$ cat config.mk
export PLATFORM = sky130hd
export DESIGN_NAME = mmio_responder
export DESIGN_NICKNAME = d
export VERILOG_FILES = /design/src/rtl/mmio_responder.sv
export SDC_FILE = /design/constraint.sdc
export NUM_CORES = 1
export LEC_CHECK = 0
export BUFFER_PORTS_ARGS = -buffer_cell sky130_fd_sc_hd__clkbuf_2
export CAP_MARGIN = 40
export CORE_MARGIN = 2
export CORE_UTILIZATION = 25
export DETAILED_ROUTE_END_ITERATION = 12
export PLACE_DENSITY = 0.52
export SLEW_MARGIN = 20
export SYNTH_ARGS = -nofsm -noshare
export SYNTH_HDL_FRONTEND = slang
export SYNTH_SLANG_ARGS = --single-unit
export TNS_END_PERCENT = 1
$ cat constraint.sdc
create_clock -name clk -period 2.4 [get_ports clk]
set_input_delay 0.24 -clock clk [delete_from_list [all_inputs] [get_ports clk]]
set_output_delay 0.24 -clock clk [all_outputs]
set_load 0.05 [all_outputs]
$ cat src/rtl/mmio_responder.sv
// -----------------------------------------------------------------------------
// mmio_responder
//
// Memory-mapped I/O responder for the mips memory bus. It decodes an 8-byte
// window at BASE and implements a GPIO output register, a synchronized GPIO
// input, a scratch register and a down-counting timer with auto-reload and an
// interrupt flag. It sits beside exmem. The top level returns iodata to the
// processor when iosel is 1, and returns exmem's memdata otherwise.
//
// Register map (byte offset within the window):
//   0 RW GPIO_OUT
//   1 RO GPIO_IN  (two-flop synchronized copy of gpio_in)
//   2 RW CTRL     bit0 en, bit1 autoreload, bit2 flag (write 1 to clear)
//   3 RW LOAD     (writing LOAD also sets COUNT)
//   4 RO COUNT
//   5 RW SCRATCH
//   6,7           read 0, writes ignored
//
// Ports:
//   clk        in   1      system clock, rising edge
//   reset      in   1      synchronous, active-low reset
//   memread    in   1      processor read strobe
//   memwrite   in   1      processor write strobe
//   adr        in   WIDTH  processor byte address
//   writedata  in   WIDTH  processor write data
//   iodata     out  WIDTH  registered read data
//   iosel      out  1      1 = iodata carries a window read this cycle
//   gpio_in    in   WIDTH  asynchronous external inputs
//   gpio_out   out  WIDTH  GPIO output register
//   irq        out  1      timer interrupt (mirrors CTRL.flag)
// -----------------------------------------------------------------------------
module mmio_responder #(
    parameter int               WIDTH = 8,
    parameter logic [WIDTH-1:0] BASE  = 8'hF8
) (
    input  logic             clk,
    input  logic             reset,
    input  logic             memread,
    input  logic             memwrite,
    input  logic [WIDTH-1:0] adr,
    input  logic [WIDTH-1:0] writedata,
    output logic [WIDTH-1:0] iodata,
    output logic             iosel,
    input  logic [WIDTH-1:0] gpio_in,
    output logic [WIDTH-1:0] gpio_out,
    output logic             irq
);

    // Register offsets inside the 8-byte window.
    localparam logic [2:0] OFF_GPIO_OUT = 3'd0;
    localparam logic [2:0] OFF_GPIO_IN  = 3'd1;
    localparam logic [2:0] OFF_CTRL     = 3'd2;
    localparam logic [2:0] OFF_LOAD     = 3'd3;
    localparam logic [2:0] OFF_COUNT    = 3'd4;
    localparam logic [2:0] OFF_SCRATCH  = 3'd5;

    localparam logic [WIDTH-1:0] ONE = {{(WIDTH-1){1'b0}}, 1'b1};

    // ------------------------------------------------------------------
    // State
    // ------------------------------------------------------------------
    logic [WIDTH-1:0] iodata_q,   iodata_d;
    logic             iosel_q,    iosel_d;
    logic [WIDTH-1:0] gpio_out_q, gpio_out_d;
    logic [WIDTH-1:0] sync1_q,    sync2_q;
    logic             en_q,       en_d;
    logic             reload_q,   reload_d;
    logic             flag_q,     flag_d;
    logic [WIDTH-1:0] load_q,     load_d;
    logic [WIDTH-1:0] count_q,    count_d;
    logic [WIDTH-1:0] scratch_q,  scratch_d;

    // ------------------------------------------------------------------
    // Address decode
    // ------------------------------------------------------------------
    logic       hit;
    logic [2:0] off;
    logic       wr_en;
    logic       rd_en;

    assign hit   = (adr[WIDTH-1:3] == BASE[WIDTH-1:3]);
    assign off   = adr[2:0];
    assign wr_en = memwrite & hit;
    assign rd_en = memread & hit;

    // ------------------------------------------------------------------
    // Read mux (pre-edge register values)
    // ------------------------------------------------------------------
    logic [WIDTH-1:0] ctrl_rd;
    logic [WIDTH-1:0] rdata;

    assign ctrl_rd = {{(WIDTH-3){1'b0}}, flag_q, reload_q, en_q};

    always_comb begin
        // NOTE: every combinational output gets a default first so that no path
        // leaves it unassigned, which would otherwise infer a latch.
        rdata = '0;
        case (off)
            OFF_GPIO_OUT: rdata = gpio_out_q;
            OFF_GPIO_IN:  rdata = sync2_q;
            OFF_CTRL:     rdata = ctrl_rd;
            OFF_LOAD:     rdata = load_q;
            OFF_COUNT:    rdata = count_q;
            OFF_SCRATCH:  rdata = scratch_q;
            default:      rdata = '0;
        endcase
    end

    // ------------------------------------------------------------------
    // Timer step. It uses only pre-edge state, so a CTRL write in the
    // same cycle cannot change this cycle's step.
    // ------------------------------------------------------------------
    logic             tmr_expire;
    logic             tmr_en_next;
    logic [WIDTH-1:0] tmr_count_next;

    always_comb begin
        tmr_expire     = 1'b0;
        tmr_en_next    = en_q;
        tmr_count_next = count_q;
        if (en_q) begin
            if (count_q != '0) begin
                tmr_count_next = count_q - ONE;
            end else begin
                tmr_expire = 1'b1;
                if (reload_q) begin
                    tmr_count_next = load_q;
                end else begin
                    tmr_en_next = 1'b0;
                end
            end
        end
    end

    // ------------------------------------------------------------------
    // Next-state logic. The timer result is computed first, and a CPU
    // write then overrides it (LOAD/COUNT and en). For the flag the order
    // is reversed: a timer set beats a write-1-clear.
    // ------------------------------------------------------------------
    logic wr_ctrl;
    logic flag_clr;

    assign wr_ctrl  = wr_en && (off == OFF_CTRL);
    assign flag_clr = wr_ctrl && writedata[2];

    always_comb begin
        gpio_out_d = gpio_out_q;
        en_d       = tmr_en_next;
        reload_d   = reload_q;
        load_d     = load_q;
        count_d    = tmr_count_next;
        scratch_d  = scratch_q;

        if (tmr_expire) begin
            flag_d = 1'b1;
        end else if (flag_clr) begin
            flag_d = 1'b0;
        end else begin
            flag_d = flag_q;
        end

        if (wr_en) begin
            case (off)
                OFF_GPIO_OUT: gpio_out_d = writedata;
                OFF_CTRL: begin
                    en_d     = writedata[0];
                    reload_d = writedata[1];
                end
                OFF_LOAD: begin
                    load_d  = writedata;
                    count_d = writedata;
                end
                OFF_SCRATCH: scratch_d = writedata;
                default: ;  // RO offsets and unused offsets ignore writes
            endcase
        end

        // A read captures the pre-edge register. Otherwise iodata holds its value.
        iosel_d  = rd_en;
        iodata_d = rd_en ? rdata : iodata_q;
    end

    // ------------------------------------------------------------------
    // Registers with synchronous active-low reset
    // ------------------------------------------------------------------
    always_ff @(posedge clk) begin
        // NOTE: sequential state uses non-blocking assignments so that every
        // flop samples pre-edge values, regardless of statement order.
        if (!reset) begin
            iodata_q   <= '0;
            iosel_q    <= 1'b0;
            gpio_out_q <= '0;
            sync1_q    <= '0;
            sync2_q    <= '0;
            en_q       <= 1'b0;
            reload_q   <= 1'b0;
            flag_q     <= 1'b0;
            load_q     <= '0;
            count_q    <= '0;
            scratch_q  <= '0;
        end else begin
            iodata_q   <= iodata_d;
            iosel_q    <= iosel_d;
            gpio_out_q <= gpio_out_d;
            sync1_q    <= gpio_in;
            sync2_q    <= sync1_q;
            en_q       <= en_d;
            reload_q   <= reload_d;
            flag_q     <= flag_d;
            load_q     <= load_d;
            count_q    <= count_d;
            scratch_q  <= scratch_d;
        end
    end

    assign iodata   = iodata_q;
    assign iosel    = iosel_q;
    assign gpio_out = gpio_out_q;
    assign irq      = flag_q;

endmodule
==> impl_metrics.csv <==
group,metric,value,unit
sta,slew_viol_final,0,
placed_design,routabilityCongestion,0.828,
synth,synth.area.top_cells,"dfxtp_1 (43%), mux2i_1 (9.0%), nor2b_1 (4.5%)",
clock_network,clkSinkCount,60,
worst_setup_path,critical_path_arrival,2.34,ns
clock_network,cts-root-buf,"clkbuf_8",
synth,netlist_instances,299,
pwr,combinationalPowerShare,5.6,%
run_status,outcome,"complete, no violations",
floorplanning,start_util,25.7,%
sta,final.period_utilization,86.7,%
synth,synth.distinct_cells,43,
drt,wl_met2,3440,um
clock_network,h-tree-depth,3,
pwr,power-per-cell-area,594,nW/um^2
clock_network,clockBufferDepth,2,
hold_path,holdPathEnd,"sync1_q[5]$_SDFF_PN0_",
pwr,p_leak,0.00129,uW
sta,slew_headroom,50.6,%
global_routing,grt_overflow_total,0,
global_routing,grtUsageTotal,12.8,%
synth,synth_top_area_share,43.1,%
worst_setup_path,critical_path_class,"reg2reg",
pwr,vdd_drop_max,0.000473,V
drt,wl_met1,3200,um
worst_setup_path,path_delay_family,"simple AND/OR/NAND/NOR gates",
clock_network,cts.reportedPaths.clkPinSlew,0.06,ns
drt,detail-route-antenna-nets,0,
pwr,power_switching_share,22.4,%
worst_setup_path,r2r_cells,7,
worst_setup_path,cp-start-kind,"register",
worst_setup_path,cp.depth,7,
clock_network,cts_made_buffers,9,
pwr,clkPwrFrac,43.9,%
worst_setup_path,critPathMaxStageDelay,0.40,ns
global_routing,grt_pass1_wl,11700,um
sta,hold_viol,0,
cells_and_area,final_area,3380,sq um
global_routing,antenna_found_initial,0,
sta,rsz0062_at_grt,"false",
synth,synth_largest_area_cell,"dfxtp_1",
hold_path,hp-start,"gpio_in[5]",
floorplanning,pin_count,46,
global_routing,grt_pass1_vias,2253,
placed_design,hpwlAfterDp,5320,um
sta,setup_viol,0,
worst_setup_path,slowest_stage,"nor3b_1",
placed_design,post_dp_cell_area,3190,sq um
drt,route.met3.wl,410,um
synth,syn_nets,329,
cells_and_area,n_fill_cell,1150,
placed_design,port-buffer-count,45,
synth,syn_area,2780,sq um
sta,fin_worst_skew,0.00760,ns
hold_path,hold_class,"in2reg",
floorplanning,dieArea,12000,sq um
floorplanning,die_w,110,um
global_routing,grt_max_degree,50,
cells_and_area,design.final.nets,377,
worst_setup_path,cp_cell_sequence,"inv_1 -> ha_1 -> nor3b_1 -> nand2_4 -> mux2_4 -> a221o_1 -> a21boi_2",
worst_setup_path,crit_buf_inv,1,
worst_setup_path,end_kind,"register",
synth,synthArstFlopShare,0,%
sta,fmax,481,MHz
drt,vias,2304,
drt,dr.pass1.iters,4,
cells_and_area,drive_above_1_share,24.2,%
drt,via_per_inst,4.69,
cells_and_area,layout_common_cells,"dfxtp_1 (60), clkbuf_2 (45), nand2_1 (31)",
floorplanning,core,10800,sq um
worst_setup_path,cp.required,2.66,ns
drt,drt_iter0_markers,181,
synth,yosysWarningCount,0,
synth,synth_ff_type,"dfxtp_1",
pwr,p_sw,449,uW
floorplanning,rows,38,
sta,worst_pin_slew,0.741,ns
clock_network,postCtsSetupRepairBufs,0,
worst_setup_path,r2r-end,"count_q[1]$_SDFF_PN0_",
drt,wirelength,7070,um
synth,synth-edff-count,0,
drt,wire_per_inst,14.4,um
sta,setup_tns,0,ns
clock_network,worstSkewPairLatency,0.33,ns
clock_network,cts_tree,"done",
synth,synth_seq_area_share,43.1,%
synth,ys_seq_elements,60,
worst_setup_path,reg2reg_slack,0.32,ns
synth,syn_area_per_cell,9.31,sq um
pwr,p_seq_share,50.5,%
floorplanning,die_h,110,um
clock_network,cts-resized-gates,0,
cells_and_area,n_antenna_cell,0,
cells_and_area,final_util,31.2,%
cells_and_area,final_common_cell,"dfxtp_1",
clock_network,cts_hold_buf,0,
sta,period_needed,2.08,ns
run,cap_viol_max_count,0,
hold_path,worstHoldPathCells,2,
pwr,intPower,1560,uW
drt,top_layer,"met4",
worst_setup_path,r2r_start,"count_q[0]$_SDFF_PN0_",
cells_and_area,synthToLayoutAreaGrowth,21.6,%
worst_setup_path,worstPathMaxFanout,7,
drt,drc,0,
## kinds of logic after synthesis
logic type      synth area share [%]
simple gates                    21.8
mux                             14.1
fa+ha+maj                      0.899
compound gates                  16.3
flops                           43.1
buf+inv                         3.69
## synthesized netlist by cell type, drive strengths merged, types with 3 or more instances
cell type,number
dfxtp,60
nand2,32
mux2i,25
nor2b,20
and2,19
a21boi,16
o21ai,14
a21oi,12
clkbuf,12
nor2,12
buf,7
nand3,7
o211ai,7
inv,6
mux2,6
a22oi,5
nor3b,5
and3,3
mux4,3
nand2b,3
nor3,3
nor4,3
## layout make-up
cell class / instances / area [sq um] / area share, %
multi-input combinational: 214 / 1490 / 43.9
sequential: 60 / 1200 / 35.5
timing repair buffer: 56 / 308 / 9.09
tap: 140 / 175 / 5.18
clock buffer: 11 / 141 / 4.18
clock inverter: 4 / 50.0 / 1.48
inverter: 6 / 22.5 / 0.665
## sequential cells by signal (all words and copies together), names as in the netlist
name / cells
en_q: 1
iosel: 1
count_q: 8
sync2_q: 8
scratch_q: 8
reload_q: 1
sync1_q: 8
irq: 1
load_q: 8
gpio_out: 8
iodata: 8
## routing by layer
layer  vias up  global-route usage (%)
met3         4                    2.90
li1       1151                       -
met1      1074                    16.7
met4         0                    3.53
met2        75                    21.3
met5         -                       0
## stage by stage
step / instances / power [uW] / setup slack, ns / hold WS, ns
detailed placement: 476 / 1150 / 0.343 / 0.422
CTS: 491 / 2050 / 0.324 / 0.0941
global route: 491 / 2100 / 0.154 / 0.0943
global placement: 476 / 1150 / 0.415 / 0.418
floorplan: 299 / 1100 / 0.497 / 0.367
finish: 491 / 2010 / 0.320 / 0.118
## power by group through the flow
stage                     registers [uW]  clock network (uW)  logic, uW
after global placement              1040                   0        114
after detailed placement            1040                   0        114
after global routing                1020                 965        124
after CTS                           1010                 917        115
after floorplan                     1040                   0       58.1
final                               1010                 882        113
## worst max-delay path by stage
stage / start / endpoint / slack [ns]
finish: count_q[0]$_SDFF_PN0_ / count_q[1]$_SDFF_PN0_ / 0.32
CTS: count_q[0]$_SDFF_PN0_ / count_q[1]$_SDFF_PN0_ / 0.32
detailed placement: count_q[0]$_SDFF_PN0_ / count_q[1]$_SDFF_PN0_ / 0.34
floorplan: count_q[0]$_SDFF_PN0_ / count_q[1]$_SDFF_PN0_ / 0.50
global placement: count_q[0]$_SDFF_PN0_ / count_q[1]$_SDFF_PN0_ / 0.41
global route: count_q[0]$_SDFF_PN0_ / count_q[1]$_SDFF_PN0_ / 0.15
No activity file was read; power rests on OpenSTA's default activity.
